<file path="src/rtl/alu_control.sv">
// ---------------------------------------------------------------------------
// alu_control
//   Registered ALU control decoder for the ID/EX stage of a 32-bit pipelined
//   MIPS-style datapath. Maps the main-control class (alu_op) and the R-type
//   funct field to a 4-bit ALU select, flagging undefined encodings.
//   One clock of latency; out_valid marks a cycle carrying an accepted input.
//
//   Configuration macro: ALU_CTRL_SHIFT_EN
//     defined   -> R-type sll/srl/sra decode to 1000/1001/1010
//     undefined -> those funct codes are illegal like any other unknown funct
//
// Ports:
//   clk           in   1  rising-edge clock
//   rst_n         in   1  synchronous active-low reset
//   in_valid      in   1  alu_op/funct valid this cycle
//   alu_op        in   2  00 ld/st, 01 branch, 10 R-type, 11 reserved
//   funct         in   6  instruction[5:0], used only for R-type
//   alu_ctrl_out  out  4  registered ALU operation select
//   out_valid     out  1  outputs correspond to an accepted input
//   illegal       out  1  registered undefined-encoding flag
// ---------------------------------------------------------------------------
module alu_control #(
   parameter logic [3:0] ILLEGAL_CODE = 4'b0010
) (
   input  logic       clk,
   input  logic       rst_n,
   input  logic       in_valid,
   input  logic [1:0] alu_op,
   input  logic [5:0] funct,
   output logic [3:0] alu_ctrl_out,
   output logic       out_valid,
   output logic       illegal
);

   localparam int unsigned OP_W    = 2;
   localparam int unsigned FUNCT_W = 6;
   localparam int unsigned CTRL_W  = 4;

   localparam logic [OP_W-1:0] OP_MEM    = 2'b00;
   localparam logic [OP_W-1:0] OP_BRANCH = 2'b01;
   localparam logic [OP_W-1:0] OP_RTYPE  = 2'b10;

   localparam logic [FUNCT_W-1:0] F_ADD = 6'b100000;
   localparam logic [FUNCT_W-1:0] F_SUB = 6'b100010;
   localparam logic [FUNCT_W-1:0] F_AND = 6'b100100;
   localparam logic [FUNCT_W-1:0] F_OR  = 6'b100101;
   localparam logic [FUNCT_W-1:0] F_NOR = 6'b100111;
   localparam logic [FUNCT_W-1:0] F_SLT = 6'b101010;
`ifdef ALU_CTRL_SHIFT_EN
   localparam logic [FUNCT_W-1:0] F_SLL = 6'b000000;
   localparam logic [FUNCT_W-1:0] F_SRL = 6'b000010;
   localparam logic [FUNCT_W-1:0] F_SRA = 6'b000011;
`endif

   localparam logic [CTRL_W-1:0] C_ADD = 4'b0010;
   localparam logic [CTRL_W-1:0] C_SUB = 4'b0110;
   localparam logic [CTRL_W-1:0] C_AND = 4'b0000;
   localparam logic [CTRL_W-1:0] C_OR  = 4'b0001;
   localparam logic [CTRL_W-1:0] C_NOR = 4'b1100;
   localparam logic [CTRL_W-1:0] C_SLT = 4'b0111;
`ifdef ALU_CTRL_SHIFT_EN
   localparam logic [CTRL_W-1:0] C_SLL = 4'b1000;
   localparam logic [CTRL_W-1:0] C_SRL = 4'b1001;
   localparam logic [CTRL_W-1:0] C_SRA = 4'b1010;
`endif

   logic [CTRL_W-1:0] dec_ctrl_c;
   logic              dec_illegal_c;

   logic [CTRL_W-1:0] alu_ctrl_d, alu_ctrl_q;
   logic              out_valid_d, out_valid_q;
   logic              illegal_d, illegal_q;

   // Pure combinational decode; unknown encodings fall back to the safe code.
   always_comb begin
      dec_ctrl_c    = ILLEGAL_CODE;
      dec_illegal_c = 1'b1;
      case (alu_op)
         OP_MEM: begin
            dec_ctrl_c    = C_ADD;
            dec_illegal_c = 1'b0;
         end
         OP_BRANCH: begin
            dec_ctrl_c    = C_SUB;
            dec_illegal_c = 1'b0;
         end
         OP_RTYPE: begin
            dec_illegal_c = 1'b0;
            case (funct)
               F_ADD:   dec_ctrl_c = C_ADD;
               F_SUB:   dec_ctrl_c = C_SUB;
               F_AND:   dec_ctrl_c = C_AND;
               F_OR:    dec_ctrl_c = C_OR;
               F_NOR:   dec_ctrl_c = C_NOR;
               F_SLT:   dec_ctrl_c = C_SLT;
`ifdef ALU_CTRL_SHIFT_EN
               F_SLL:   dec_ctrl_c = C_SLL;
               F_SRL:   dec_ctrl_c = C_SRL;
               F_SRA:   dec_ctrl_c = C_SRA;
`endif
               default: begin
                  dec_ctrl_c    = ILLEGAL_CODE;
                  dec_illegal_c = 1'b1;
               end
            endcase
         end
         default: begin
            dec_ctrl_c    = ILLEGAL_CODE;
            dec_illegal_c = 1'b1;
         end
      endcase
   end

   // Capture a new result only on accepted inputs; otherwise hold and drop valid.
   always_comb begin
      alu_ctrl_d  = alu_ctrl_q;
      illegal_d   = illegal_q;
      out_valid_d = 1'b0;
      if (in_valid) begin
         alu_ctrl_d  = dec_ctrl_c;
         illegal_d   = dec_illegal_c;
         out_valid_d = 1'b1;
      end
   end

   // Output registers with synchronous reset taking priority over in_valid.
   always_ff @(posedge clk) begin
      if (!rst_n) begin
         alu_ctrl_q  <= CTRL_W'(0);
         out_valid_q <= 1'b0;
         illegal_q   <= 1'b0;
      end else begin
         alu_ctrl_q  <= alu_ctrl_d;
         out_valid_q <= out_valid_d;
         illegal_q   <= illegal_d;
      end
   end

   assign alu_ctrl_out = alu_ctrl_q;
   assign out_valid    = out_valid_q;
   assign illegal      = illegal_q;

endmodule

</file>
<file path="config.mk">
export PLATFORM = sky130hd
export DESIGN_NAME = alu_control
export DESIGN_NICKNAME = d
export VERILOG_FILES = /design/src/rtl/alu_control.sv
export SDC_FILE = /design/constraint.sdc
export NUM_CORES = 1
export LEC_CHECK = 0
export BUFFER_PORTS_ARGS = -buffer_cell sky130_fd_sc_hd__buf_4
export CAP_MARGIN = 20
export CORE_AREA = 4 4 41 43
export CTS_CLUSTER_SIZE = 16
export DETAILED_ROUTE_END_ITERATION = 12
export DIE_AREA = 0 0 45 47
export PLACE_DENSITY_LB_ADDON = 0.2
export SYNTH_ARGS = -nofsm -noshare
export SYNTH_HDL_FRONTEND = slang
export SYNTH_SLANG_ARGS = --single-unit
</file>
<file path="constraint.sdc">
create_clock -name clk -period 1.36 [get_ports clk]
set_input_delay 0.136 -clock clk [delete_from_list [all_inputs] [get_ports clk]]
set_output_delay 0.136 -clock clk [all_outputs]
set_load 0.02 [all_outputs]
</file>
==> reports/results.ini, run 1 <==
[placed_design]
gp_congestion=0.7372
port_buffers=16
dp.final_hpwl_um=683

[routing]
wl_per_cell_um=10.83
drt_iter0_markers=4
drc_errors=0
viasPerCell=4.805
vias=370
routed_wl_um=834
dr.pass1.iters=4
detail-route-antenna-nets=0

[finish]
area_growth_pct=39.05
final_nets=78
antenna_cells=0
fillers=147
drive_gt1_share_pct=37.10
finish.utilization_pct=42.12

[timing]
slew_violations=0
worst_slew_pin_slew_ns=0.2311
rsz0062_at_grt=false
setup_viol=0
fmaxAchievable_ghz=1.128
slew_headroom_pct=84.56
setup_tns_ns=0
finalCritPeriodShare_pct=65.21
min_period_ns=0.8869
clock_skew_ns=0
hold_violations=0

[worst_setup_path]
cp.required_ns=1.55
worstPathCellList=buf_4, inv_1, ha_1, nand3_1, a211oi_1, o21a_1
reg2reg_from=alu_ctrl_out[2]
critPathBufInv=2
cpPeakStageDelay_ns=0.33
cp-end-kind=register
worstSetupPathType=in2reg
crit_family=compound AO/OA/AOI/OAI gates
worst_path_max_delay_cell=ha_1
crit_arrival_ns=1.07
critPathLaunch=alu_op[0]
critPathMaxFanout=3
crit_path_start_kind=primary input

[synth]
synth_warnings=0
avgSynthCellArea_sq_um=8.957
ys.flop_type=dfxtp_1
synth.cell_area_sq_um=394.1
synth.distinct_cells=25
async_flop_share_pct=0
ys_seq_elements=6
synth_fp_nets=58
synth-seq-area-share_pct=30.48
synth_edf_count=0
syn_inst=44

[die]
fp.dieW_um=45
dieArea_sq_um=2115
ios=17
core-area_sq_um=1301
start_util_pct=30.29
die-height_um=47
rows=13

[global_routing]
track_usage_pct=9.177
grt_pass1_wl_um=1442
grt_overflow=0
antenna_found_initial=0
grt_max_degree=12
first_global_vias=366

[pwr]
power_density_nw_per_um2=811.0
cellLeakagePower_nw=0.2395
irDropWorstVdd_mv=0.3878

[clocking]
clockBufferDepth=2
postCtsHoldBufs=0
root_buffer=clkbuf_4
clk_latency_ns=0.23
htree_levels=1
cts_setup_buffers=0
tritoncts=done
cts_resized=0
cts_buffers=3
clkSinkCount=6
clk_pin_slew_ns=0.05

[run_status]
outcome=completed

[hold_path]
hold_class=in2reg
hp-start=rst_n

[job]
cap_violations=0

power by group:
group,internal (mW),switching (mW),total [mW]
Clock,0.0995,0.0592,0.159
Combinational,0.0507,0.0479,0.0985
Sequential,0.184,0.00307,0.187
Total,0.334,0.110,0.444
final timing paths:
kind / cells past startpoint / end / slack, ns
min: 2 / alu_ctrl_out[2] / 0.14
max reg2reg: 3 / alu_ctrl_out[2] / 0.67
max: 6 / alu_ctrl_out[2] / 0.47
min reg2reg: 2 / alu_ctrl_out[0] / 0.47
registers in the layout (all words and copies together) (netlist names):
signal and count:
alu_ctrl_out 4, illegal 1, out_valid 1
routing by layer:
layer  track usage, %  wire length (um)
met1            11.42               393
met2            15.25               393
met3            1.149                46
met4            5.263                 0
met5                0                 0
per-stage QoR:
| stage | hold slack (ns) | instances | power (mW) | worst slack (ns) | area (sq um) |
|---|---|---|---|---|---|
| finish | 0.1441 | 77 | 0.4445 | 0.4731 | 548.0 |
| global route | 0.1502 | 77 | 0.4709 | 0.3955 | 548.0 |
| CTS | 0.1402 | 77 | 0.4518 | 0.4522 | 548.0 |
| detailed placement | 0.3881 | 74 | 0.2892 | 0.1957 | 525.5 |
| global placement | 0.3885 | 74 | 0.2903 | 0.1957 | 525.5 |
| floorplan | 0.2537 | 44 | 0.2409 | 0.4212 | 394.1 |
cell usage in the layout (no fill, tap or decap):
cell type,synthesis,routed
or2_0,1,1
ha_1,3,3
o32ai_1,1,1
and2_1,2,2
nor3b_1,1,1
nand4bb_1,1,1
nand2_1,1,1
o21ai_0,5,5
dfxtp_1,6,6
clkbuf_4,0,3
nand2b_1,1,1
mux2_1,1,1
a21boi_1,1,1
and4b_1,1,1
o21ai_1,1,1
nor2_1,2,2
o21a_1,1,1
inv_1,4,4
a21oi_1,1,1
a211oi_1,1,1
and4bb_2,2,2
a211oi_2,1,1
nand3b_1,2,2
nand3_1,2,2
and2b_2,1,1
buf_4,1,16
kinds of logic (layout without fill, tap and decap cells):
| group | count (synthesis) | after routing | share of synthesized area (%) |
|---|---|---|---|
| buffers and inverters | 5 | 23 | 5.714 |
| muxes | 1 | 1 | 2.857 |
| and+or+nand+nor | 17 | 17 | 31.43 |
| DFF | 6 | 6 | 30.48 |
| AOI/OAI and AO/OA | 12 | 12 | 20.00 |
| adders and majority gates | 3 | 3 | 9.525 |
cell usage after synthesis (all sizes together), types with 2 or more instances:
| cell type | instances | share of area [%] |
|---|---|---|
| dfxtp | 6 | 30 |
| nand3b | 2 | 3.8 |
| ha | 3 | 9.5 |
| and4bb | 2 | 6.3 |
| inv | 4 | 3.8 |
| and2 | 2 | 3.2 |
| nor2 | 2 | 1.9 |
| nand3 | 2 | 2.5 |
| a211oi | 2 | 5.1 |
| o21ai | 6 | 7.6 |
worst register-to-register path: stages (launching register included):
cell and delay (ns):
dfxtp_1 0.30, inv_1 0.04, o21ai_0 0.06, o21a_1 0.18
final cells by class:
class	count	area [sq um]	share of cell area [%]
Sequential cell	6	120.1	21.92
Timing Repair Buffer	16	120.1	21.92
Inverter	4	15.01	2.740
Tap cell	15	18.77	3.425
Clock buffer	3	22.52	4.110
Multi-Input combinational cell	33	251.5	45.89
Power figures use the tool's default switching activity.
==> run 2: changes to the inputs <==
clock period = 0.8 ns   (was 1.36 ns; I/O delays follow)
==> run 2 against run 1 <==
Core utilization rose by 10 points. Non-clock buffer count is 4 higher. Combinational power up 130%. Critical path type is now reg2out. Global-route usage grew 0.71 points. Largest cell class unchanged. Via count rose by 7.8%. Largest power group unchanged. Critical endpoint is now alu_ctrl_out[3]. Clock-buffer cell count did not move. Final cell count up 5.2%. Flip-flop and latch count unchanged. Highest routed layer unchanged.
==> reports/results.ini, run 2 (synthesized netlist as in run 1, its figures left out) <==
[clocking]
htree_levels=1  ; unchanged
clk_pin_slew_ns=0.04  ; about the same
clockBufferDepth=2  ; unchanged
cts_buffers=3  ; unchanged
tritoncts=done
clkSinkCount=6  ; unchanged
root_buffer=clkbuf_4
clk_latency_ns=0.24  ; about the same

[finish]
antenna_cells=0  ; unchanged
largest_register_ffs=4  ; unchanged
final_nets=82  ; +5.1%
final_cell_mix=buf_4 (14), buf_6 (6), dfxtp_2 (5)
final_common_cell=buf_4
area_growth_pct=72.38
drive_gt1_share_pct=60.61  ; +24 points

[die]
start_util_pct=30.29  ; unchanged
ios=17  ; unchanged
fp.dieW_um=45  ; unchanged
core-area_sq_um=1301  ; unchanged
rows=13  ; unchanged
die-height_um=47  ; unchanged
dieArea_sq_um=2115  ; unchanged

[placed_design]
dp.final_hpwl_um=773.1  ; +13%
gp_congestion=0.6686  ; -9.3%
port_buffers=16  ; unchanged
place_ws_ns=-0.2490  ; -0.4447 ns

[worst_setup_path]
cp-end-kind=output pin
worstSetupPathType=reg2out
critPathBufInv=1  ; -1
crit_path_start_kind=register
crit_arrival_ns=0.68  ; -0.39 ns
crit_family=flip-flops
critPathMaxFanout=2  ; -1
cp.required_ns=0.72  ; -0.83 ns
cpPeakStageDelay_ns=0.33  ; about the same
worst_path_max_delay_cell=dfxtp_2
worstPathCellList=buf_6

[timing]
setup_viol=0  ; unchanged
slew_headroom_pct=86.84  ; +2.3 points
setup_slack_ns=0.03685  ; -0.4363 ns
finalCritPeriodShare_pct=95.39
min_period_ns=0.7631
clock_skew_ns=0  ; unchanged
hold_violations=0  ; unchanged
worst_slew_pin_slew_ns=0.1953  ; -0.03572 ns
slew_violations=0  ; unchanged
fmaxAchievable_ghz=1.310

[pwr]
fin_total_pwr_mw=0.8234  ; +85%
power_density_nw_per_um2=1212  ; +49%
irDropWorstVdd_mv=0.5587  ; +44%
cellLeakagePower_nw=0.2726  ; +14%

[run_status]
outcome=completed

[routing]
dr.pass1.iters=3  ; -1
wl_per_cell_um=12.14  ; +12%
drt_iter0_markers=2  ; -2
drc_errors=0  ; unchanged
vias=399  ; +7.8%
detail-route-antenna-nets=0  ; unchanged
viasPerCell=4.926  ; +2.5%
routed_wl_um=983  ; +18%

[global_routing]
antenna_found_initial=0  ; unchanged
first_global_vias=390  ; +6.6%
grt_max_degree=9  ; -3
grt_overflow=0  ; unchanged
track_usage_pct=9.889  ; +0.71 points
grt_pass1_wl_um=1552  ; +7.6%

[job]
cap_violations=0  ; unchanged

[hold_path]
hold_class=in2reg

## run 2: cell type report
class | count | area [sq um]
Timing Repair Buffer | 20 | 172.7
Clock buffer | 3 | 22.52
Fill cell | 128 | 621.8
Inverter | 4 | 32.53
Sequential cell | 6 | 126.4
Tap cell | 15 | 18.77
Multi-Input combinational cell | 33 | 306.5
## run 2: timing repair
action	4_1_cts	5_1_grt
hold buffers	0	0
pin swaps	0	5
setup endpoints to repair	1	8
buffers inserted	0	1
gates resized for setup	2	16
## run 2: path summary, 6_finish.rpt
kind,cells after the start,endpoint,slack (ns),from
hold / removal,2,alu_ctrl_out[2],0.09,rst_n
setup reg to reg,3,alu_ctrl_out[2],0.09,alu_ctrl_out[2]
hold reg to reg,2,alu_ctrl_out[0],0.47,alu_ctrl_out[0]
setup / recovery,1,alu_ctrl_out[3],0.04,alu_ctrl_out[3]
## run 2: metal layers
layer / part of all wire [%] / up-vias / wire length (um) / global-route usage (%)
met5: 0 / - / 0 / 0
met4: 0 / 0 / 0 / 3.509
met3: 5.0 / 0 / 49 / 2.299
met2: 50 / 11 / 495 / 15.82
met1: 45 / 185 / 438 / 13.01
li1: - / 203 / - / -
## run 2: stage by stage
step | instance area (sq um) | utilization [%] | std cells | hold slack (ns) | TNS, ns
4_1_cts | 610.6 | 46.92 | 80 | 0.08377 | 0
6_report | 679.4 | 52.21 | 81 | 0.08996 | 0
2_1_floorplan | 429.2 | - | 44 | 0.1977 | -0.04848
5_1_grt | 679.4 | 52.21 | 81 | 0.1018 | -0.01363
3_3_place_gp | 583.1 | 44.81 | 77 | 0.3351 | -0.9513
3_5_place_dp | 583.1 | 44.81 | 77 | 0.3351 | -0.9660
## run 2: report_power, final
group | total, mW | internal (mW) | leakage (nW) | switching, mW
registers | 0.322 | 0.315 | 0.0512 | 0.00711
clock network | 0.274 | 0.169 | 0.0138 | 0.105
logic | 0.227 | 0.122 | 0.208 | 0.105
total | 0.823 | 0.606 | 0.273 | 0.217
